$ cat config.mk
export PLATFORM = sky130hd
export DESIGN_NAME = ring_arbiter7
export DESIGN_NICKNAME = d
export VERILOG_FILES = /design/src/rtl/ring_arbiter7.sv
export SDC_FILE = /design/constraint.sdc
export NUM_CORES = 1
export LEC_CHECK = 0
export BUFFER_PORTS_ARGS = -buffer_cell sky130_fd_sc_hd__buf_2
export CORE_MARGIN = 4
export CORE_UTILIZATION = 55
export CTS_BUF_LIST = sky130_fd_sc_hd__clkbuf_2
export DETAILED_ROUTE_END_ITERATION = 6
export PLACE_DENSITY_LB_ADDON = 0.2
export SETUP_SLACK_MARGIN = 0.15
export SLEW_MARGIN = 30
export SYNTH_ARGS = -nofsm -noshare
export SYNTH_HDL_FRONTEND = slang
export SYNTH_SLANG_ARGS = --single-unit
$ cat constraint.sdc
create_clock -name CLK -period 9.15 [get_ports CLK]
set_input_delay 1.3725 -clock CLK [delete_from_list [all_inputs] [get_ports CLK]]
set_output_delay 1.3725 -clock CLK [all_outputs]
set_load 0.01 [all_outputs]
$ cat src/rtl/ring_arbiter7.sv
// ring_arbiter7 -- seven-requester round-robin arbiter with a hold limit.
//
// A single resource is handed to one requester at a time. The winner is the
// first requesting bit found by scanning upward from the TOKEN position and
// wrapping from bit 6 to bit 0. A grant ends on DONE, when the owner drops
// its request, or after MAXHOLD consecutive grant cycles. After each release
// the token moves one place past the old owner, and there is always at least
// one idle cycle before the next grant.
//
// Parameters:
//   MAXHOLD  maximum consecutive cycles a grant may stay high (2..255)
// Ports:
//   CLK      rising-edge clock
//   RESET    synchronous active-high reset
//   REQ      per-requester request, bit i is requester i
//   DONE     owner releases the resource (ignored while idle)
//   GNT      registered one-hot grant, zero when idle
//   OWNER    binary index of the granted requester, zero when idle
//   BUSY     high while a grant is active
//   TIMEOUT  one-cycle pulse after a release forced only by the hold limit
//   TOKEN    registered one-hot round-robin priority pointer
module ring_arbiter7 #(
  parameter int MAXHOLD = 15
) (
  input  logic       CLK,
  input  logic       RESET,
  input  logic [6:0] REQ,
  input  logic       DONE,
  output logic [6:0] GNT,
  output logic [2:0] OWNER,
  output logic       BUSY,
  output logic       TIMEOUT,
  output logic [6:0] TOKEN
);

  typedef enum logic {
    IDLE  = 1'b0,
    GRANT = 1'b1
  } state_t;

  // Declaration initialisers give the same power-up values as reset.
  state_t     state_q   = IDLE;
  logic [6:0] gnt_q     = 7'b0000000;
  logic [2:0] owner_q   = 3'd0;
  logic [6:0] token_q   = 7'b0000001;
  logic [7:0] hold_q    = 8'd0;
  logic       timeout_q = 1'b0;

  state_t     state_d;
  logic [6:0] gnt_d;
  logic [2:0] owner_d;
  logic [6:0] token_d;
  logic [7:0] hold_d;
  logic       timeout_d;

  logic [2:0] tok_idx;
  logic [6:0] req_rot;
  logic [2:0] first_off;
  logic [3:0] win_sum;
  logic [2:0] win_idx;
  logic [6:0] win_onehot;
  logic       owner_req;
  logic       hold_hit;
  logic       rel_now;

  // Binary position of the one-hot token.
  always_comb begin
    tok_idx = 3'd0;
    case (token_q)
      7'b0000001: tok_idx = 3'd0;
      7'b0000010: tok_idx = 3'd1;
      7'b0000100: tok_idx = 3'd2;
      7'b0001000: tok_idx = 3'd3;
      7'b0010000: tok_idx = 3'd4;
      7'b0100000: tok_idx = 3'd5;
      7'b1000000: tok_idx = 3'd6;
      default:    tok_idx = 3'd0;
    endcase
  end

  // Rotate REQ so the token position lands on bit 0; the lowest set bit of
  // the rotated vector is then the distance from the token to the winner.
  always_comb begin
    req_rot   = (REQ >> tok_idx) | (REQ << (3'd7 - tok_idx));
    first_off = 3'd0;
    if (req_rot[0])      first_off = 3'd0;
    else if (req_rot[1]) first_off = 3'd1;
    else if (req_rot[2]) first_off = 3'd2;
    else if (req_rot[3]) first_off = 3'd3;
    else if (req_rot[4]) first_off = 3'd4;
    else if (req_rot[5]) first_off = 3'd5;
    else if (req_rot[6]) first_off = 3'd6;
    win_sum    = {1'b0, tok_idx} + {1'b0, first_off};
    win_idx    = (win_sum >= 4'd7) ? 3'(win_sum - 4'd7) : win_sum[2:0];
    win_onehot = 7'b0000001 << win_idx;
  end

  // Release is evaluated only in GRANT; TIMEOUT is reported solely when the
  // hold limit is the only reason for the release.
  always_comb begin
    owner_req = REQ[owner_q];
    hold_hit  = (hold_q == 8'(MAXHOLD));
    rel_now   = DONE | ~owner_req | hold_hit;

    state_d   = state_q;
    gnt_d     = gnt_q;
    owner_d   = owner_q;
    token_d   = token_q;
    hold_d    = hold_q;
    timeout_d = 1'b0;

    case (state_q)
      IDLE: begin
        if (REQ != 7'b0000000) begin
          state_d = GRANT;
          gnt_d   = win_onehot;
          owner_d = win_idx;
          hold_d  = 8'd1;
        end
      end
      GRANT: begin
        if (rel_now) begin
          state_d   = IDLE;
          gnt_d     = 7'b0000000;
          owner_d   = 3'd0;
          token_d   = {gnt_q[5:0], gnt_q[6]};
          hold_d    = 8'd0;
          timeout_d = hold_hit & ~DONE & owner_req;
        end else begin
          hold_d = hold_q + 8'd1;
        end
      end
      default: begin
        state_d = IDLE;
        gnt_d   = 7'b0000000;
        owner_d = 3'd0;
        hold_d  = 8'd0;
      end
    endcase
  end

  // State register with synchronous reset.
  always_ff @(posedge CLK) begin
    if (RESET) begin
      state_q   <= IDLE;
      gnt_q     <= 7'b0000000;
      owner_q   <= 3'd0;
      token_q   <= 7'b0000001;
      hold_q    <= 8'd0;
      timeout_q <= 1'b0;
    end else begin
      state_q   <= state_d;
      gnt_q     <= gnt_d;
      owner_q   <= owner_d;
      token_q   <= token_d;
      hold_q    <= hold_d;
      timeout_q <= timeout_d;
    end
  end

  assign GNT     = gnt_q;
  assign OWNER   = owner_q;
  assign BUSY    = (state_q == GRANT);
  assign TIMEOUT = timeout_q;
  assign TOKEN   = token_q;

endmodule

==> reports/metrics.json, run 1 <==
{
  "outcome": {"value": "finished clean"},
  "pwr_density_cell": {"value": 114.4, "unit": "nW/um^2"},
  "initial_util": {"value": 0.5702},
  "worst-endpoint-required": {"value": 9450, "unit": "ps"},
  "clk_pin_slew": {"value": 250, "unit": "ps"},
  "post_synthesis_xor_xnor_area_fraction": {"value": 0.03551},
  "most-common-layout-cells": {"value": "nor2_1 (38), buf_2 (28), dfxtp_1 (27)"},
  "dieHeight": {"value": 64.03, "unit": "um"},
  "finalHoldViolCount": {"value": 0},
  "drt_first_iter_violations": {"value": 98},
  "hold_buffers": {"value": 0},
  "count_of_vias_placed_by_the_detailed_router": {"value": 1500},
  "synthesis.area_per_instance": {"value": 8.993, "unit": "sq um"},
  "numCtsBuffers": {"value": 3},
  "synth_area": {"value": 1727, "unit": "sq um"},
  "cts.repair.resized": {"value": 0},
  "syn_to_final_growth": {"value": 10.80, "unit": "%"},
  "post_synth_main_area_contributors": {"value": "dfxtp_1 (31%), mux2i_1 (14%), nor2_1 (8.3%), ha_1 (3.6%), mux2_2 (3.3%)"},
  "critical_path_peak_fanout": {"value": 9},
  "largest_net_degree_at_the_start_of_global_routing": {"value": 28},
  "synth_top_family_by_area": {"value": "simple AND/OR/NAND/NOR gates"},
  "yosys_warnings": {"value": 0},
  "power.switching": {"value": 0.00006577, "unit": "W"},
  "synth.top_cell.area_share": {"value": 0.3130},
  "slowest_stage": {"value": "dfxtp_1"},
  "path_common_cell": {"value": "nor2_1"},
  "finalSetupViolCount": {"value": 0},
  "grt.overflow.total": {"value": 0},
  "number_of_primary_i_o_pins": {"value": 29},
  "clk-insertion-delay-late": {"value": 360, "unit": "ps"},
  "cts_setup_buffers": {"value": 0},
  "criticalPathCategory": {"value": "reg2reg"},
  "clockRootBuffer": {"value": "clkbuf_2"},
  "synth-compound-area-share": {"value": 0.1862},
  "report.final.slew_viol_count": {"value": 0},
  "share_comb_of_total_power": {"value": 0.209},
  "cts_tree": {"value": "done"},
  "floorplan.die.width": {"value": 64.03, "unit": "um"},
  "drc": {"value": 0},
  "core_area": {"value": 3028, "unit": "sq um"},
  "post_synth_inst_count": {"value": 192},
  "final.period_utilization": {"value": 0.4835},
  "nFillCells": {"value": 270},
  "synth_simple_gate_area_share": {"value": 0.2051},
  "grt.total_usage": {"value": 0.2001},
  "worst_ir_drop_vdd": {"value": 0.0001043, "unit": "V"},
  "cts.htree.levels": {"value": 1},
  "yosys_register_bits": {"value": 27},
  "timing.max_slew.rel_slack": {"value": 0.6785},
  "avgViaCountPerCell": {"value": 5.747},
  "dpl.hpwl": {"value": 3047, "unit": "um"},
  "post_synth_fa_ha_maj_area_fraction": {"value": 0.04783},
  "worst_ep_arrival_time": {"value": 4730, "unit": "ps"},
  "drt_pass1_iterations": {"value": 4},
  "portion_of_netlist_area_occupied_by_mux_cells": {"value": 0.1848},
  "gp_congestion": {"value": 0.8287},
  "synth_cell_type_count": {"value": 46},
  "share_of_post_route_cells_with_drive_strength_above_1": {"value": 0.2166},
  "max-clock-path-buffers": {"value": 2},
  "antennaDiodeCount": {"value": 0},
  "rsz0062_at_grt": {"value": "no"},
  "final_cells": {"value": 261},
  "synth_enable_flop_cells": {"value": 0},
  "cell_chain_of_the_critical_path": {"value": "xor2_1 -> o211ai_4 -> mux2i_1 -> mux2i_1 -> mux2_2 -> nor3b_1 -> o31a_1 -> ha_1 -> fa_1 -> ha_1 -> nor2b_1 -> nor2_1 -> mux2_2 -> nor2_1 -> a22oi_1 -> nor2_1"},
  "synthesis.nets": {"value": 208},
  "seq_area_frac_synth": {"value": 0.3130},
  "number_of_antenna_violations_at_the_first_check_in_global_routing": {"value": 0},
  "clock_skew": {"value": 15.49, "unit": "ps"},
  "routed_wire_length_per_instance": {"value": 14.80, "unit": "um"},
  "drt.antenna.violating_nets": {"value": 0},
  "reg2reg_slack": {"value": 4730, "unit": "ps"},
  "leakagePower": {"value": 0.9430, "unit": "nW"},
  "layout.cells.most_common": {"value": "nor2_1"},
  "core.rowCount": {"value": 20},
  "switching_share": {"value": 0.3006},
  "timing.setup.tns": {"value": 0, "unit": "ps"},
  "first_pass_grt_wire_length": {"value": 6706, "unit": "um"},
  "max_stage_delay": {"value": 530, "unit": "ps"},
  "yosysTopAreaCell": {"value": "dfxtp_1"},
  "async_reset_ff_frac": {"value": 0},
  "clock_power_share": {"value": 0.211},
  "final.min_clock_period": {"value": 4424, "unit": "ps"},
  "max_cap_violations": {"value": 0},
  "clock-sinks": {"value": 27},
  "p_seq_frac": {"value": 0.581},
  "highest_clock_rate": {"value": 226.0, "unit": "MHz"},
  "p_int": {"value": 0.0001530, "unit": "W"},
  "floorplan.die_area": {"value": 4100, "unit": "sq um"},
  "first_global_vias": {"value": 1426},
  "worst_setup_path_start_kind": {"value": "flop"},
  "final_nets": {"value": 234},
  "wl": {"value": 3864, "unit": "um"},
  "numPlacedInstances": {"value": 257},
  "port-buffer-count": {"value": 28},
  "ys.flop_type": {"value": "dfxtp_1"},
  "worstMarginPinSlew": {"value": 482.3, "unit": "ps"},
  "setup.worst_path.end_class": {"value": "flop"},
  "hold_path.class": {"value": "reg2reg"}
}
[through the flow]
step           hold WS [ps]    util  cell area, sq um  setup slack (ps)  power [W]
6_report              510.1  0.6318              1913              4726  0.0002188
2_1_floorplan         448.9       -              1727              4806  0.0001618
5_1_grt               541.1  0.6318              1913              4425  0.0002290
3_5_place_dp          479.1  0.6252              1893              4377  0.0001746
4_1_cts               509.6  0.6318              1913              4736  0.0002195
3_3_place_gp          476.6  0.6252              1893              4564  0.0001725
[power groups by stage]
stage	Clock, W	Combinational (W)	Sequential [W]
after floorplan	0	0.0000325	0.000129
after global placement	0	0.0000434	0.000129
after detailed placement	0	0.0000453	0.000129
after CTS	0.0000469	0.0000456	0.000127
after global routing	0.0000501	0.0000511	0.000128
final	0.0000461	0.0000456	0.000127
[cell type report]
type / count / area (sq um) / share of cell area
clock buffers: 4 / 20.02 / 0.01046
inverters: 5 / 18.77 / 0.009810
multi-input cells: 153 / 1139 / 0.5952
flip-flops and latches: 27 / 540.5 / 0.2825
well taps: 44 / 55.05 / 0.02878
repair buffers: 28 / 140.1 / 0.07325
[path summary, 6_finish.rpt]
check	start	to	cells past startpoint
worst max-delay path	TOKEN[3]$_SDFFE_PP0P_	GNT[1]$_SDFFE_PP0P_	16
worst min-delay path	hold_q[7]$_SDFFE_PP0P_	hold_q[7]$_SDFFE_PP0P_	1
worst max register to register	TOKEN[3]$_SDFFE_PP0P_	GNT[1]$_SDFFE_PP0P_	16
worst min register to register	hold_q[7]$_SDFFE_PP0P_	hold_q[7]$_SDFFE_PP0P_	1
[state kept, by name, summed over array words and instances (netlist names)]
register and cells:
TOKEN 7, GNT 7, BUSY 1, hold_q 8, TIMEOUT 1, OWNER 3
[synth_stat cells, drive strengths merged (3+ instances only)]
cell,instances
a22oi,7
nor3,4
mux2i,24
nor2,38
mux2,5
xor2,5
nor3b,4
dfxtp,27
nand2b,3
a21oi,6
nand2,6
a311oi,3
buf,3
inv,5
ha,5
and3,3
clkbuf,4
o21ai,4
nor4,3
nand3,5
[logic make-up (layout without fill, tap and decap cells)]
group	count (synthesis)	count (layout)
multiplexers	30	30
AND/OR/NAND/NOR	72	72
XOR/XNOR	7	7
adder cells (fa/ha/maj)	6	6
AO/OA/AOI/OAI	38	38
buffers and inverters	12	37
flip-flops	27	27
[worst max-delay path, delay by kind of cell (launching register included)]
family          cells  cell delay, ps
compound gates      3             750
flops               1             530
xor+xnor            1             150
mux                 4            1210
simple gates        5             820
fa+ha+maj           3             920
[layer usage]
layer  routed length (um)  track usage  vias up
li1                     -            -      747
met1                 1903       0.2879      705
met2                 1688       0.3123       44
met3                  250      0.04218        4
met4                   21      0.02965        0
met5                    0            0        -
Power figures use the tool's default switching activity.
==> inputs of run 2 (changes only) <==
--- a/config.mk
+++ b/config.mk
@@ -7,7 +7,7 @@
 export LEC_CHECK = 0
 export BUFFER_PORTS_ARGS = -buffer_cell sky130_fd_sc_hd__buf_2
 export CORE_MARGIN = 4
-export CORE_UTILIZATION = 55
+export CORE_UTILIZATION = 52
 export CTS_BUF_LIST = sky130_fd_sc_hd__clkbuf_2
 export DETAILED_ROUTE_END_ITERATION = 6
 export PLACE_DENSITY_LB_ADDON = 0.2
==> constraint.sdc (replaced) <==
create_clock -name CLK -period 3.8 [get_ports CLK]
set_input_delay 0.57 -clock CLK [delete_from_list [all_inputs] [get_ports CLK]]
set_output_delay 0.57 -clock CLK [all_outputs]
set_load 0.01 [all_outputs]
==> run 2 against run 1 <==
Against the previous run:
- the run now ends with setup timing left
- combinational power grew to 3.3 times the previous value
- worst setup slack lost 4900 ps
- final cell count increased by 6.5%
- utilization grew 9.9 points
- die area is 5.0% higher
- count of clock-buffer cells in the layout did not move
- global-route usage is 1.3 points higher
- design area is 19% higher
- hold slack better by 0.88 ps
- clock power is 140% higher
- fmax increased by 10%
- critical endpoint unchanged
- highest routed layer unchanged
==> reports/metrics.json, run 2 (same netlist as run 1, synthesis figures left out) <==
{
  "max_cap_violations": {"value": 0, "change": "unchanged"},
  "reg2reg_slack": {"value": -210, "unit": "ps", "change": "was 4730 ps"},
  "drt_first_iter_violations": {"value": 101, "change": "was 98"},
  "clock_skew": {"value": 13.41, "unit": "ps", "change": "was 15.49 ps"},
  "rr_endpoint": {"value": "GNT[1]$_SDFFE_PP0P_", "change": "unchanged"},
  "clk-insertion-delay-late": {"value": 360, "unit": "ps", "change": "about the same"},
  "share_of_post_route_cells_with_drive_strength_above_1": {"value": 0.3889, "change": "was 0.2166"},
  "hold_path.class": {"value": "reg2reg", "change": "unchanged"},
  "critical_path_peak_fanout": {"value": 8, "change": "was 9"},
  "worst_setup_path_startpoint": {"value": "TOKEN[6]$_SDFFE_PP0P_", "change": "was TOKEN[3]$_SDFFE_PP0P_"},
  "pwr_density_cell": {"value": 247.9, "unit": "nW/um^2", "change": "was 114.4 nW/um^2"},
  "finalSetupViolCount": {"value": 9, "change": "was 0"},
  "worstSetupEndpoint": {"value": "GNT[1]$_SDFFE_PP0P_", "change": "unchanged"},
  "worst_ir_drop_vdd": {"value": 0.0001832, "unit": "V", "change": "was 0.0001043 V"},
  "number_of_primary_i_o_pins": {"value": 29, "change": "unchanged"},
  "outcome": {"value": "complete, but fails checks", "change": "was finished clean"},
  "cts_tree": {"value": "done", "change": "unchanged"},
  "port-buffer-count": {"value": 28, "change": "unchanged"},
  "wl": {"value": 4605, "unit": "um", "change": "was 3864 um"},
  "gp_congestion": {"value": 0.8838, "change": "was 0.8287"},
  "first_global_vias": {"value": 1596, "change": "was 1,426"},
  "number_of_antenna_violations_at_the_first_check_in_global_routing": {"value": 0, "change": "unchanged"},
  "timing.rr.start": {"value": "TOKEN[6]$_SDFFE_PP0P_", "change": "was TOKEN[3]$_SDFFE_PP0P_"},
  "grt.overflow.total": {"value": 0, "change": "unchanged"},
  "report.final.slew_viol_count": {"value": 0, "change": "unchanged"},
  "clk_pin_slew": {"value": 240, "unit": "ps", "change": "was 250 ps"},
  "antennaDiodeCount": {"value": 0, "change": "unchanged"},
  "routed_wire_length_per_instance": {"value": 16.56, "unit": "um", "change": "was 14.80 um"},
  "criticalPathCategory": {"value": "reg2reg", "change": "unchanged"},
  "count_of_vias_placed_by_the_detailed_router": {"value": 1625, "change": "was 1,500"},
  "max-clock-path-buffers": {"value": 2, "change": "unchanged"},
  "cts.htree.levels": {"value": 1, "change": "unchanged"},
  "dieHeight": {"value": 65.63, "unit": "um", "change": "was 64.03 um"},
  "rsz0062_at_grt": {"value": "yes", "change": "was no"},
  "most-common-layout-cells": {"value": "nor2_1 (33), buf_2 (28), dfxtp_1 (22)", "change": "was nor2_1 (38), buf_2 (28), dfxtp_1 (27)"},
  "drt.antenna.violating_nets": {"value": 0, "change": "unchanged"},
  "postLayoutSetupSlackWorst": {"value": -211.3, "unit": "ps", "change": "was 4726 ps"},
  "violations": {"value": "setup timing"},
  "worstMarginPinSlew": {"value": 552.5, "unit": "ps", "change": "was 482.3 ps"},
  "leakagePower": {"value": 1.049, "unit": "nW", "change": "was 0.9430 nW"},
  "worst-endpoint-required": {"value": 4060, "unit": "ps", "change": "was 9450 ps"},
  "clock-sinks": {"value": 27, "change": "unchanged"},
  "timing.max_slew.rel_slack": {"value": 0.6316, "change": "was 0.6785"},
  "core.rowCount": {"value": 20, "change": "unchanged"},
  "largest_register_ff_count": {"value": 8, "change": "unchanged"},
  "final.min_clock_period": {"value": 4011, "unit": "ps", "change": "was 4424 ps"},
  "highest_clock_rate": {"value": 249.3, "unit": "MHz", "change": "was 226.0 MHz"},
  "dpl.hpwl": {"value": 3299, "unit": "um", "change": "was 3047 um"},
  "initial_util": {"value": 0.5565, "change": "was 0.5702"},
  "timing.setup.tns": {"value": -1346, "unit": "ps", "change": "was 0 ps"},
  "grt.total_usage": {"value": 0.2131, "change": "was 0.2001"},
  "postLayoutCoreUtil": {"value": 0.7306, "change": "was 0.6318"},
  "worst_setup_path_start_kind": {"value": "flop", "change": "unchanged"},
  "drt_pass1_iterations": {"value": 4, "change": "unchanged"},
  "floorplan.die.width": {"value": 65.63, "unit": "um", "change": "was 64.03 um"},
  "floorplan.die_area": {"value": 4307, "unit": "sq um", "change": "was 4100 sq um"},
  "worst_ep_arrival_time": {"value": 4270, "unit": "ps", "change": "was 4730 ps"},
  "max_flop_register": {"value": "hold_q", "change": "unchanged"},
  "final_nets": {"value": 251, "change": "was 234"},
  "numCtsBuffers": {"value": 3, "change": "unchanged"},
  "clockRootBuffer": {"value": "clkbuf_2", "change": "unchanged"},
  "setup.worst_path.end_class": {"value": "flop", "change": "unchanged"},
  "avgViaCountPerCell": {"value": 5.845, "change": "was 5.747"},
  "timing.reg2reg.worst_path_depth": {"value": 18, "change": "was 16"},
  "syn_to_final_growth": {"value": 31.30, "unit": "%", "change": "was 10.80%"},
  "layout.cells.most_common": {"value": "nor2_1", "change": "unchanged"},
  "largest_net_degree_at_the_start_of_global_routing": {"value": 28, "change": "unchanged"},
  "drc": {"value": 0, "change": "unchanged"},
  "final.period_utilization": {"value": 1.056, "change": "was 0.4835"},
  "finalHoldViolCount": {"value": 0, "change": "unchanged"},
  "first_pass_grt_wire_length": {"value": 7182, "unit": "um", "change": "was 6706 um"},
  "core_area": {"value": 3103, "unit": "sq um", "change": "was 3028 sq um"}
}
run 2: worst min-delay path by stage:
| stage | startpoint | end | depth (start not counted) |
|---|---|---|---|
| after floorplan | hold_q[7]$_SDFFE_PP0P_ | hold_q[7]$_SDFFE_PP0P_ | 1 |
| after global routing | DONE | TIMEOUT$_SDFF_PP0_ | 3 |
| after global placement | hold_q[7]$_SDFFE_PP0P_ | hold_q[7]$_SDFFE_PP0P_ | 1 |
| after detailed placement | hold_q[7]$_SDFFE_PP0P_ | hold_q[7]$_SDFFE_PP0P_ | 1 |
| final | hold_q[7]$_SDFFE_PP0P_ | hold_q[7]$_SDFFE_PP0P_ | 1 |
| after CTS | hold_q[7]$_SDFFE_PP0P_ | hold_q[7]$_SDFFE_PP0P_ | 1 |
run 2: routing by layer:
layer  share of wire  GRT usage  vias up
met1            0.45     0.2717      774
met3           0.049    0.04103       10
met4           0.018    0.05181        0
li1                -          -      789
met2            0.48     0.3667       52
met5               0          0        -
run 2: layout make-up:
cell class                 count  area, sq um
multi-input combinational    153         1325
timing repair buffer          45        291.5
fill                         251        835.8
sequential                    27        556.8
inverter                       5        18.77
clock buffer                   4        20.02
tap                           44        55.05
run 2: through the flow:
step                cell area [sq um]  std cells  hold WS, ps   power, W  worst slack [ps]
floorplan                        1772        192        448.9  0.0003916             46.14
finish                           2267        278        511.0  0.0005620            -211.3
global placement                 2013        267        473.0  0.0004242            -3.711
global route                     2267        278        506.6  0.0005918            -406.5
detailed placement               2013        267        479.3  0.0004295            -204.6
CTS                              2132        276        506.5  0.0005475            -86.30
run 2: power by group:
part / switching, W / leakage [nW] / internal, W
clock: 0.0000811 / 0.0166 / 0.0000278
sequential: 0.0000122 / 0.222 / 0.000291
combinational: 0.0000803 / 0.810 / 0.0000695
run 2: critical path, stage by stage, from the launching register on:
cell and delay (ps):
dfxtp_4 420, nor4_4 320, o211ai_4 120, buf_12 170
buf_6 120, mux2i_4 180, mux2i_1 230, mux2_4 220
nor2_2 40, o31a_1 280, ha_2 180, fa_1 460
ha_2 200, nor2b_4 130, nor2_4 180, xor2_1 340
nor2_4 70, a22oi_1 190, nor2_1 60
run 2: timing repair:
item / 4_1_cts / 5_1_grt
setup buffers: 5 / 2
hold endpoints to repair: 0 / 0
pin swaps: 5 / 9
resized for setup: 14 / 24
endpoints found under the setup margin: 10 / 10
hold buffers: 0 / 0
